--- src/rtl/spi_pkg.sv ---
// Shared definitions for the SPI transaction sequencer: bit/edge counts,
// state encoding and the byte-count decode helper.
package spi_pkg;

    localparam int SPI_BITS  = 8;
    localparam int SCK_EDGES = 2 * SPI_BITS;

    localparam logic [2:0] ST_IDLE   = 3'd0;
    localparam logic [2:0] ST_LOAD   = 3'd1;
    localparam logic [2:0] ST_SETUP  = 3'd2;
    localparam logic [2:0] ST_SHIFT  = 3'd3;
    localparam logic [2:0] ST_SETTLE = 3'd4;
    localparam logic [2:0] ST_PUSH   = 3'd5;

    typedef enum logic [2:0] {
        S_IDLE   = ST_IDLE,
        S_LOAD   = ST_LOAD,
        S_SETUP  = ST_SETUP,
        S_SHIFT  = ST_SHIFT,
        S_SETTLE = ST_SETTLE,
        S_PUSH   = ST_PUSH
    } xfer_state_t;

    // A length field of zero encodes a full 256-byte transaction.
    function automatic logic [8:0] byte_count(input logic [7:0] len);
        return (len == 8'd0) ? 9'd256 : {1'b0, len};
    endfunction

endpackage

--- src/rtl/spi_edge_mon.sv ---
// Watches the engine serial clock while a byte is shifting: counts sck
// edges and measures the idle time between them.
module spi_edge_mon
    import spi_pkg::*;
#(
    parameter int TIMEOUT = 1024
) (
    input  logic clk,
    input  logic rst,
    input  logic en,
    input  logic sck,
    output logic edge16,
    output logic timeout
);

    localparam int EW = $clog2(SCK_EDGES + 1);
    localparam int TW = $clog2(TIMEOUT + 1);

    logic          sck_reg;
    logic [EW-1:0] edge_cnt_reg;
    logic [TW-1:0] to_cnt_reg;
    logic          sck_edge;

    // sck comes from the same clock, so a single sample flop is enough.
    assign sck_edge = sck ^ sck_reg;

    // Sample sck every cycle so the reference level is valid on SHIFT entry.
    always_ff @(posedge clk or posedge rst) begin
        if (rst) begin
            sck_reg <= 1'b0;
        end else begin
            sck_reg <= sck;
        end
    end

    // Edge counter and inter-edge timer; both idle at zero outside SHIFT.
    always_ff @(posedge clk or posedge rst) begin
        if (rst) begin
            edge_cnt_reg <= '0;
            to_cnt_reg   <= '0;
        end else if (!en) begin
            edge_cnt_reg <= '0;
            to_cnt_reg   <= '0;
        end else if (sck_edge) begin
            edge_cnt_reg <= edge_cnt_reg + EW'(1);
            to_cnt_reg   <= '0;
        end else begin
            to_cnt_reg   <= to_cnt_reg + TW'(1);
        end
    end

    assign edge16  = en && sck_edge && (edge_cnt_reg == EW'(SCK_EDGES - 1));
    assign timeout = en && !sck_edge && (to_cnt_reg == TW'(TIMEOUT - 1));

endmodule

--- src/rtl/spi_xfer_ctrl.sv ---
// Multi-byte transaction sequencer in front of the byte-wide SPI master
// engine: one engine byte per host TX byte, RX byte returned per byte.
module spi_xfer_ctrl
    import spi_pkg::*;
#(
    parameter int GAP_CYC = 4,
    parameter int SETTLE  = 2,
    parameter int TIMEOUT = 1024
) (
    input  logic       clk,
    input  logic       rst,
    input  logic       start,
    input  logic [7:0] len,
    output logic       busy,
    output logic       done,
    output logic       err,
    input  logic [7:0] tx_data,
    input  logic       tx_valid,
    output logic       tx_ready,
    output logic [7:0] rx_data,
    output logic       rx_valid,
    input  logic       rx_ready,
    output logic       eng_ms,
    output logic [7:0] eng_tdata,
    input  logic       eng_sck,
    input  logic [7:0] eng_rdata
);

    localparam int GW = $clog2(GAP_CYC + 1);
    localparam int SW = $clog2(SETTLE + 1);

    xfer_state_t         state_reg, state_next;
    logic [8:0]          remaining_reg, remaining_next;
    logic [SPI_BITS-1:0] tdata_reg, tdata_next;
    logic [GW-1:0]       gap_reg, gap_next;
    logic [SW-1:0]       settle_reg, settle_next;
    logic [SPI_BITS-1:0] rx_data_reg, rx_data_next;
    logic                rx_valid_reg, rx_valid_next;
    logic                done_reg, done_next;
    logic                err_reg, err_next;
    logic                ms_reg, ms_next;
    logic                edge16;
    logic                timeout;

    spi_edge_mon #(
        .TIMEOUT (TIMEOUT)
    ) u_edge_mon (
        .clk     (clk),
        .rst     (rst),
        .en      (state_reg == S_SHIFT),
        .sck     (eng_sck),
        .edge16  (edge16),
        .timeout (timeout)
    );

    // State and datapath registers; eng_ms resets high so the engine stops at once.
    always_ff @(posedge clk or posedge rst) begin
        if (rst) begin
            state_reg     <= S_IDLE;
            remaining_reg <= '0;
            tdata_reg     <= '0;
            gap_reg       <= '0;
            settle_reg    <= '0;
            rx_data_reg   <= '0;
            rx_valid_reg  <= 1'b0;
            done_reg      <= 1'b0;
            err_reg       <= 1'b0;
            ms_reg        <= 1'b1;
        end else begin
            state_reg     <= state_next;
            remaining_reg <= remaining_next;
            tdata_reg     <= tdata_next;
            gap_reg       <= gap_next;
            settle_reg    <= settle_next;
            rx_data_reg   <= rx_data_next;
            rx_valid_reg  <= rx_valid_next;
            done_reg      <= done_next;
            err_reg       <= err_next;
            ms_reg        <= ms_next;
        end
    end

    // Next-state and register-update logic for the per-byte sequence.
    always_comb begin
        state_next     = state_reg;
        remaining_next = remaining_reg;
        tdata_next     = tdata_reg;
        gap_next       = gap_reg;
        settle_next    = settle_reg;
        rx_data_next   = rx_data_reg;
        rx_valid_next  = rx_valid_reg;
        done_next      = 1'b0;
        err_next       = 1'b0;
        ms_next        = ms_reg;

        case (state_reg)
            S_IDLE: begin
                if (start) begin
                    remaining_next = byte_count(len);
                    state_next     = S_LOAD;
                end
            end
            S_LOAD: begin
                if (tx_valid) begin
                    tdata_next = tx_data;
                    gap_next   = '0;
                    state_next = S_SETUP;
                end
            end
            S_SETUP: begin
                // tdata is already stable; ms drops only after the full gap.
                if (gap_reg == GW'(GAP_CYC - 1)) begin
                    ms_next    = 1'b0;
                    state_next = S_SHIFT;
                end else begin
                    gap_next = gap_reg + GW'(1);
                end
            end
            S_SHIFT: begin
                if (timeout) begin
                    // Stalled engine: abort, dropping the pending byte and the rest.
                    ms_next        = 1'b1;
                    err_next       = 1'b1;
                    remaining_next = '0;
                    state_next     = S_IDLE;
                end else if (edge16) begin
                    ms_next     = 1'b1;
                    settle_next = '0;
                    state_next  = S_SETTLE;
                end
            end
            S_SETTLE: begin
                if (settle_reg == SW'(SETTLE - 1)) begin
                    rx_data_next  = eng_rdata;
                    rx_valid_next = 1'b1;
                    state_next    = S_PUSH;
                end else begin
                    settle_next = settle_reg + SW'(1);
                end
            end
            S_PUSH: begin
                // Host may stall here indefinitely; no timeout applies.
                if (rx_ready) begin
                    rx_valid_next  = 1'b0;
                    remaining_next = remaining_reg - 9'd1;
                    if (remaining_reg == 9'd1) begin
                        done_next  = 1'b1;
                        state_next = S_IDLE;
                    end else begin
                        state_next = S_LOAD;
                    end
                end
            end
            default: begin
                ms_next    = 1'b1;
                state_next = S_IDLE;
            end
        endcase
    end

    assign busy      = (state_reg != S_IDLE);
    assign tx_ready  = (state_reg == S_LOAD);
    assign done      = done_reg;
    assign err       = err_reg;
    assign rx_data   = rx_data_reg;
    assign rx_valid  = rx_valid_reg;
    assign eng_ms    = ms_reg;
    assign eng_tdata = tdata_reg;

endmodule

--- config.mk ---
export PLATFORM = sky130hd
export DESIGN_NAME = spi_xfer_ctrl
export DESIGN_NICKNAME = d
export VERILOG_FILES = /design/src/rtl/spi_pkg.sv /design/src/rtl/spi_edge_mon.sv /design/src/rtl/spi_xfer_ctrl.sv
export SDC_FILE = /design/constraint.sdc
export NUM_CORES = 1
export LEC_CHECK = 0
export ABC_AREA = 1
export BUFFER_PORTS_ARGS = -buffer_cell sky130_fd_sc_hd__clkbuf_2
export CORE_ASPECT_RATIO = 1.4
export CORE_MARGIN = 2
export CORE_UTILIZATION = 40
export DETAILED_ROUTE_END_ITERATION = 8
export PLACE_DENSITY = 0.71
export RECOVER_POWER = 100
export SYNTH_ARGS = -nofsm -noshare
export SYNTH_HDL_FRONTEND = slang
export SYNTH_HIERARCHICAL = 1
export SYNTH_SLANG_ARGS = --single-unit
--- constraint.sdc ---
create_clock -name clk -period 2.19 [get_ports clk]
set_input_delay 0.219 -clock clk [delete_from_list [all_inputs] [get_ports clk]]
set_output_delay 0.219 -clock clk [all_outputs]
set_load 0.005 [all_outputs]
# Word-level counts from Yosys, hierarchy flattened
# Cells that the tools add are included.
# totals
regBits	54
wordCells	100
# op_classes
muxes	37
addsub	5
n_eq_ne	22
bitwise	2
reduce_logical	21
# ops
cell	n
$mux W9	4
$mux W3	9
$pmux W9 S3	1
$mux W11	2
$ne A2 B2 Y1 const B	11
$pmux W3 S6	1
$add A11 B1 Y11 const B	1
$eq A11 B10 Y1 const B	1
$mux W1	11
$mux W5	2
$eq A3 B2 Y1 const B	3
$eq A9 B1 Y1 const B	1
$reduce_and A3 Y1	3
$sub A9 B1 Y9 const B	1
$logic_not A8 Y1	1
$reduce_and A4 Y1	2
$eq A3 B3 Y1 const B	2
$mux W2	3
$pmux W3 S2	1
$reduce_and A6 Y1	1
$reduce_bool A2 Y1	3
$reduce_bool A3 Y1	2
$add A5 B1 Y5 const B	1
$eq A5 B4 Y1 const B	1
other kinds (15)	19

# Longest topological paths before layout
# Gate-level depths: netlist (run 1).
# depth
word_depth	6
depth_mapped	14

# Modules after synthesis
# Netlist (run 1), hierarchy kept.
# modules_own_cells
mod	cells_each	seq_area_each_um2	instances	area_per_inst_um2
spi_xfer_ctrl	237	927.1	1	2047.0
spi_edge_mon	116	425.4	1	902.1

# Worst setup path before layout (run 1)
# No wires, ideal clock.
# synth_path
kind	reg2reg
startpoint	register u_edge_mon.to_cnt_reg[0]
endpoint	register state_reg[0]
arrival_time_ns	1.588
period_less_slack_ns	1.706
stages_incl_launch_ff	15
setup_slack_ns	0.484
path_buffers	0
cell_sequence	dfrtp_1 ha_1 nand3_1 nor2_4 nand2_1 inv_1 nand2_1 inv_1 nor2_1 nand2_1 nand3_1 nor2_2 inv_1 nand2_1 nand2_1
# synth_between
elab_chain_len	4
# synth_rtl
item	line	rtl
start: declaration	spi_edge_mon.sv:21	logic [TW-1:0] to_cnt_reg;
start signal: assignment	spi_edge_mon.sv:48	to_cnt_reg <= to_cnt_reg + TW'(1);
$eq A11 B10 Y1 (*)	spi_edge_mon.sv:53	assign timeout = en && !sck_edge && (to_cnt_reg == TW'(TIMEOUT - 1));
$logic_and A1 B1 Y1 (*)	spi_edge_mon.sv:53	
net timeout	spi_xfer_ctrl.sv:43	logic timeout;
$ne A3 B3 Y1 (no source line) / $mux W3 (equally long branches)	n/a	
$reduce_and A6 Y1 (no source line) / $pmux W3 S6 (equally long branches)	n/a	
end signal: assignment	spi_xfer_ctrl.sv:70	state_reg <= state_next;
end: declaration	spi_xfer_ctrl.sv:32	xfer_state_t state_reg, state_next;
# The timed path passes the listed nets; every way through them passes the cells marked *.
# A chain may end at the register's enable or synchronous reset.

# Final worst setup path (run 1)
# layout_path
startpoint	register state_reg[2]
endpoint	register remaining_reg[5]
# layout_between
elab_chain_len	5
# layout_rtl
item	line	rtl
$eq A3 B2 Y1	spi_xfer_ctrl.sv:50, spi_xfer_ctrl.sv:96	
$logic_and A1 B1 Y1 (2 in series)	spi_edge_mon.sv:53	
$ne A2 B2 Y1 (no source line)	n/a	
$reduce_and A4 Y1 (no source line)	n/a	
end signal: assignment	spi_xfer_ctrl.sv:71	remaining_reg <= remaining_next;
end: declaration	spi_xfer_ctrl.sv:33	logic [8:0] remaining_reg, remaining_next;
# Several ways; a longest one is shown, not always the timed one.

==> impl_summary.txt, run 1 <==
----------------------------------------------------
[Run status]
  Outcome ... finished, violations left
  Violated checks ... hold timing

[CTS]
  Total number of clock tree sinks ... 54
  Clock latency on the worst-skew pair ... 0.31 ns
  Clock tree from TritonCTS ... done
  Clk pin slew, worst setup/hold paths ... 0.10 ns
  H-tree level count ... 2
  CTS root buf ... clkbuf_8
  Max clock buf depth ... 2
  Postcts setup bufs ... 0
  CTS Buf Count ... 5

[Timing]
  Shortest period the worst path allows ... 1.96 ns
  Worst relative slew slack ... 45.3%
  Final clock skew ... about 0.01 ns
  Final Worst Setup Slack ... 0.227 ns
  Total Neg Setup Slack ... 0 ns
  RSZ-0062 raised after global routing ... false
  Max Freq ... 510 MHz
  Share of the cycle needed by the critical path after routing ... 89.6%
  Worst hold margin ... -0.0221 ns
  Count of final max-slew check failures ... 0
  Worst Tran Pin Value ... 0.819 ns
  Count of final hold-check violations ... 17
  Setup violators final ... 0

[Power and ir drop]
  Power consumption ... 3.88 mW
  Pwr dens ... about 1200 mW/mm^2
  Lkg Pwr ... 1.72 nW
  Maximum ir drop on the vdd rail ... 0.000469 V

[Global route]
  Vias in the first global route ... 2483
  Remaining Overflow, GRT ... 0
  Maximum number of pins on one net before global-route repair ... 22
  Initial antenna violation count ... 0
  Global-route wire length before repair ... ~11000 um
  Overall routing resource usage ... between 15 and 20%

[Critical path]
  Required time at the worst-slack endpoint ... about 2.4 ns
  Data arrival, critical path ... 2.16 ns
  Highest net fanout along the worst path ... 10
  Sort of element at the end of the critical path ... flop
  Start-to-end type of the worst setup path ... flop to flop
  Element type at the critical path start ... flop

[Route]
  First-pass DRT Iterations ... 5
  Total number of vias ... between 2000 and 2500
  Final routed DRC violation total ... 0
  Antenna violation net count after detailed routing ... 0
  Final routed wire length divided by cell count ... between 10 and 15 um
  Via density per instance ... 4.81
  Initial DRC count ... 58
  Wire length after detailed routing ... between 5000 and 6000 um

[Finish]
  Layout filler cell count ... 730
  Layout Cells excl Fill ... 510
  Final Net Count ... 450
  Diode count ... 0
  Max reg flops ... 11
  Area grow syn2layout ... 14.2%
  Fraction of layout instances using a drive strength above 1 ... about a fifth
  Post-layout utilization of the core ... 46.3%
  Post-route design area ... 0.00337 sq mm

[Synthesis]
  Share of the yosys chip area belonging to registers ... 45.9%
  Mapped Area ... 0.00295 sq mm
  Syn avg cell area ... 8.35 sq um
  Number of warnings printed during yosys synthesis ... 6
  Syn Nets ... 391
  Number of different library cells in the post-synthesis netlist ... 27
  Number of instances in the synthesized netlist ... 353
  Register bit total from synthesis ... 54

[Floorplanning]
  Standard-cell row count ... 37
  Total Die Area ... 0.00809 sq mm
  Chip Width ... 76.6 um
  Core area ... around 0.0073 sq mm
  Starting density of the core ... 40.6%
  I/O Pins ... 52
  Vertical die dimension ... 106 um

[Placed design]
  Post-placement worst setup slack ... 0.231 ns
  Global placement routability congestion ... between 0.8 and 0.9
  Port-buffer cells ... 51
  Placed Instance Area ... 0.00333 sq mm
  Dpl hpwl ... 4580 um
  Number of cells in the design after placement ... 502

[Worst hold path]
  Worst min path class ... input pin to async pin

[Job]
  Count of max-cap constraint violations ... 0

----------------------------------------------------
## per-layer routing
layer  GRT usage, %  wire, um  vias up
li1               -         -     1229
met1           18.4      2510     1177
met2           28.9      3100       42
met3           2.65       175        7
met4           5.06        68        0
met5              0         0        -
## worst max-delay path: stages, from the launching register on
cell,delay [ns]
dfrtp_1,0.46
clkbuf_2,0.24
inv_2,0.09
nor2_2,0.48
nand2_2,0.12
nand2_2,0.24
nor2_8,0.09
nand2_1,0.07
nand2_1,0.05
## synthesized netlist by cell type, drive strengths merged
| cell | n | area, sq um |
|---|---|---|
| o21a | 1 | 7.51 |
| nor2 | 45 | 264 |
| o21ai | 29 | 149 |
| mux2 | 16 | 180 |
| nand3 | 28 | 140 |
| dfstp | 1 | 26.3 |
| buf | 2 | 22.5 |
| xnor2 | 3 | 26.3 |
| nor3 | 1 | 5.00 |
| and3 | 2 | 12.5 |
| nand3b | 3 | 22.5 |
| a21oi | 5 | 28.8 |
| inv | 50 | 188 |
| nand2 | 104 | 438 |
| ha | 8 | 100 |
| o22ai | 1 | 6.26 |
| dfrtp | 53 | 1330 |
| nand4 | 1 | 6.26 |
## final timing paths
path | from | to | slack, ns | depth (start not counted)
max in group asynchronous | rst | rx_data[2] | 1.23 | 3
setup reg to reg | state_reg[2] | remaining_reg[5] | 0.23 | 8
setup / recovery | state_reg[2] | remaining_reg[5] | 0.23 | 8
min in group clk | eng_sck | u_edge_mon/sck_reg | 0.08 | 1
hold / removal | rst | u_edge_mon/to_cnt_reg[9] | -0.02 | 2
hold reg to reg | u_edge_mon/to_cnt_reg[0] | u_edge_mon/to_cnt_reg[0] | 0.48 | 1
## final cells by class
cell class | instances | area, sq um | area share [%]
flip-flops and latches | 54 | 1350 | 40.2
multi-input cells | 247 | 1340 | 39.7
repair buffers | 54 | 258 | 7.66
inverters | 50 | 188 | 5.57
well taps | 97 | 121 | 3.60
clock buffers | 5 | 68.8 | 2.04
clock inverters | 3 | 40.0 | 1.19
## report_power, final
part           internal, mW  total, mW  switching (mW)
Sequential             1.32       1.55           0.228
Clock                 0.337      0.658           0.321
Combinational         0.676       1.67           0.993
## cells by family after synthesis
group	Yosys count	synth area share, %
buffers and inverters	52	7.13
DFF	54	45.9
muxes	16	6.11
xor gates and xnor gates	3	0.891
AOI/OAI and AO/OA	36	6.49
and+or+nand+nor	184	30.1
adders and majority gates	8	3.39
## timing repair
item / CTS / global route
resized for setup: 0 / 2
hold buffers: 0 / 0
endpoints found under the setup margin: 0 / 2
## layout by cell type (no fill, tap or decap), types with 3 or more instances in the layout
master / n
clkbuf_1: 9
nor2_8: 3
inv_1: 46
nand2_1: 97
nand2_4: 3
nand3_1: 28
ha_1: 8
mux2_2: 16
xnor2_1: 3
clkbuf_8: 5
nand3b_1: 3
clkbuf_2: 44
nor2_1: 38
inv_2: 4
dfrtp_1: 52
o21ai_0: 27
a21oi_1: 5
nand2_2: 4
No activity file was read; power rests on OpenSTA's default activity.
==> run 2: changes to the inputs <==
--- a/config.mk
+++ b/config.mk
@@ -5,13 +5,12 @@
 export SDC_FILE = /design/constraint.sdc
 export NUM_CORES = 1
 export LEC_CHECK = 0
-export ABC_AREA = 1
 export BUFFER_PORTS_ARGS = -buffer_cell sky130_fd_sc_hd__clkbuf_2
 export CORE_ASPECT_RATIO = 1.4
 export CORE_MARGIN = 2
 export CORE_UTILIZATION = 40
 export DETAILED_ROUTE_END_ITERATION = 8
-export PLACE_DENSITY = 0.71
+export PLACE_DENSITY = 0.72
 export RECOVER_POWER = 100
 export SYNTH_ARGS = -nofsm -noshare
 export SYNTH_HDL_FRONTEND = slang
==> run 2 against run 1 <==
Effect of this change:
- the run still ends with hold timing left
- die area shrank 8.6%
- first-iteration DRC count grew to 2.6 times the previous value
- total power shrank 22%
- clock power grew 2%
- hold slack lost 0.012 ns
- clock skew shrank 0.0049 ns
- synthesized area shrank 9.0%
- flip-flop and latch count is the same
- sequential power shrank 12%
- combinational power shrank 41%
- critical path type unchanged
- largest cell class unchanged
==> impl_summary.txt, run 2 <==
----------------------------------------------------
[Run status]
  Outcome ... finished, violations left
  Violated checks ... hold timing

[CTS]
  CTS root buf ... clkbuf_8
  Max clock buf depth ... 2
  H-tree level count ... 2
  CTS Buf Count ... 5
  Clock tree from TritonCTS ... done
  Total number of clock tree sinks ... 54
  Clock latency on the worst-skew pair ... 0.31 ns
  Clk pin slew, worst setup/hold paths ... 0.10 ns

[Job]
  Count of max-cap constraint violations ... 0

[Timing]
  Worst hold margin ... -0.0343 ns
  Count of final max-slew check failures ... 0
  Final Worst Setup Slack ... ~0.11 ns
  Setup violators final ... 0
  RSZ-0062 raised after global routing ... true
  Max Freq ... about 480 MHz
  Worst relative slew slack ... 36.7%
  Count of final hold-check violations ... 17
  Shortest period the worst path allows ... 2.08 ns
  Share of the cycle needed by the critical path after routing ... 94.8%
  Total Neg Setup Slack ... 0 ns
  Worst Tran Pin Value ... between 0.9 and 1 ns
  Final clock skew ... roughly 0.0054 ns

[Power and ir drop]
  Maximum ir drop on the vdd rail ... 0.000411 V
  Power consumption ... 3.02 mW
  Pwr dens ... 948 mW/mm^2
  Lkg Pwr ... 1.44 nW

[Critical path]
  Start-to-end type of the worst setup path ... flop to flop
  Sort of element at the end of the critical path ... flop
  Data arrival, critical path ... 2.26 ns
  Worst stage delay on the critical path ... 0.47 ns
  Ordered cell list for the critical path ... ha_4 > nand2_1 > or4_4 > nor2_4 > and4b_4 > a221oi_4 > a221oi_2 > a21oi_1
  Element type at the critical path start ... flop
  Highest net fanout along the worst path ... 9
  Slowest stage cell on the critical path ... or4_4
  Required time at the worst-slack endpoint ... 2.37 ns

[Route]
  First-pass DRT Iterations ... 4
  Initial DRC count ... ~150
  Final routed DRC violation total ... 0
  Wire length after detailed routing ... 5540 um
  Final routed wire length divided by cell count ... 14.4 um
  Antenna violation net count after detailed routing ... 0
  Total number of vias ... approximately 2100
  Via density per instance ... around 5.5

[Placed design]
  Port-buffer cells ... 51
  Placed Instance Area ... 0.00303 sq mm
  Dpl hpwl ... 3880 um
  Post-placement worst setup slack ... 0.0273 ns
  Number of cells in the design after placement ... 374
  Global placement routability congestion ... just under 0.8

[Floorplanning]
  Starting density of the core ... 41.1%
  I/O Pins ... 52
  Total Die Area ... 0.00739 sq mm
  Chip Width ... between 70 and 80 um
  Core area ... 0.00653 sq mm
  Vertical die dimension ... 101 um
  Standard-cell row count ... 35

[Synthesis]
  Leading post-synthesis cells by instance count ... dfrtp_1 (53), o21ai_0 (23), mux2_2 (16), nor2_1 (16)
  Most used DFF post-synth ... dfrtp_1
  Syn avg cell area ... 10.7 sq um
  Post-synthesis cell type with the largest combined area ... dfrtp_1
  Number of different library cells in the post-synthesis netlist ... 54
  Register bit total from synthesis ... 54
  Share of the yosys chip area belonging to registers ... 50.4%
  Number of instances in the synthesized netlist ... 250
  Mapped Area ... about 0.0027 sq mm
  Fraction of post-synthesis cell area in the top cell type by area ... 49.4%
  Share of synthesized registers carrying an async set or reset ... 100%
  Syn Nets ... 288
  Dominant cell by count in the synthesized netlist ... dfrtp_1
  Number of warnings printed during yosys synthesis ... 6
  Cell types with the largest area share after synthesis ... dfrtp_1 (49%), mux2_2 (6.7%), o21ai_0 (4.3%)
  Number of enable flip-flop cells after synthesis ... 0

[Global route]
  Maximum number of pins on one net before global-route repair ... 38
  Overall routing resource usage ... roughly 15%
  Initial antenna violation count ... 0
  Global-route wire length before repair ... 8890 um
  Remaining Overflow, GRT ... 0
  Vias in the first global route ... 1931

[Finish]
  Most frequent cells in the layout ... dfrtp_1 (53), clkbuf_2 (43), o21ai_0 (17)
  Layout Cells excl Fill ... 384
  Max reg flops ... 11
  Diode count ... 0
  Fraction of layout instances using a drive strength above 1 ... around 29%
  Leading cell type in the layout, fill and taps excluded ... dfrtp_1
  Final Net Count ... 347
  Post-layout utilization of the core ... around 49%
  Area grow syn2layout ... 18.7%
  Layout filler cell count ... 600
  Post-route design area ... 0.00318 sq mm

[Worst hold path]
  Worst min path class ... input pin to async pin

----------------------------------------------------
==> run 2: logic make-up (layout without fill, tap and decap cells) <==
logic type	count (synthesis)	after routing	synth area share, %
compound gates	60	61	14.2
xor+xnor	4	4	1.31
fa+ha+maj	8	8	3.73
buf+inv	23	82	4.20
flops	54	54	50.4
mux	18	18	7.46
simple gates	83	83	18.7
==> run 2: final timing paths <==
kind	endpoint	slack [ns]	start	cells after the start
setup / recovery	remaining_reg[0]	0.11	u_edge_mon/to_cnt_reg[0]	8
hold / removal	u_edge_mon/to_cnt_reg[5]	-0.03	rst	2
setup reg to reg	remaining_reg[0]	0.11	u_edge_mon/to_cnt_reg[0]	8
hold reg to reg	gap_reg[0]	0.50	gap_reg[0]	1
max in group asynchronous	remaining_reg[2]	1.43	rst	3
min in group clk	u_edge_mon/sck_reg	0.05	eng_sck	1
==> run 2: routing by layer <==
metal	wire, um	vias to the layer above	global-route usage (%)
li1	-	1022	-
met5	0	-	0
met3	285	15	3.70
met1	2350	1013	19.4
met4	127	0	7.26
met2	2780	64	24.7
==> run 2: layout make-up <==
cell class | instances | area, sq um | share of cell area (%)
sequential | 54 | 1350 | 42.5
tap | 74 | 92.6 | 2.91
clock inverter | 2 | 37.5 | 1.18
inverter | 15 | 56.3 | 1.77
multi-input combinational | 174 | 1270 | 39.9
timing repair buffer | 59 | 302 | 9.47
clock buffer | 6 | 72.6 | 2.28
==> run 2: report_power, final <==
group | switching, mW | internal, mW
logic | 0.547 | 0.441
clock network | 0.327 | 0.341
registers | 0.157 | 1.20
==> run 2: critical path: cells and delay by family (launching register included) <==
kind	cells	cell delay, ns
fa+ha+maj	1	0.16
compound gates	3	0.36
simple gates	4	1.01
flops	1	0.42
==> run 2: what timing repair did <==
action | 4_1_cts | 5_1_grt
setup buffers | 0 | 1
hold buffers | 0 | 0
hold endpoints to repair | 0 | 0
setup endpoints to repair | 0 | 9
gates resized for setup | 0 | 12
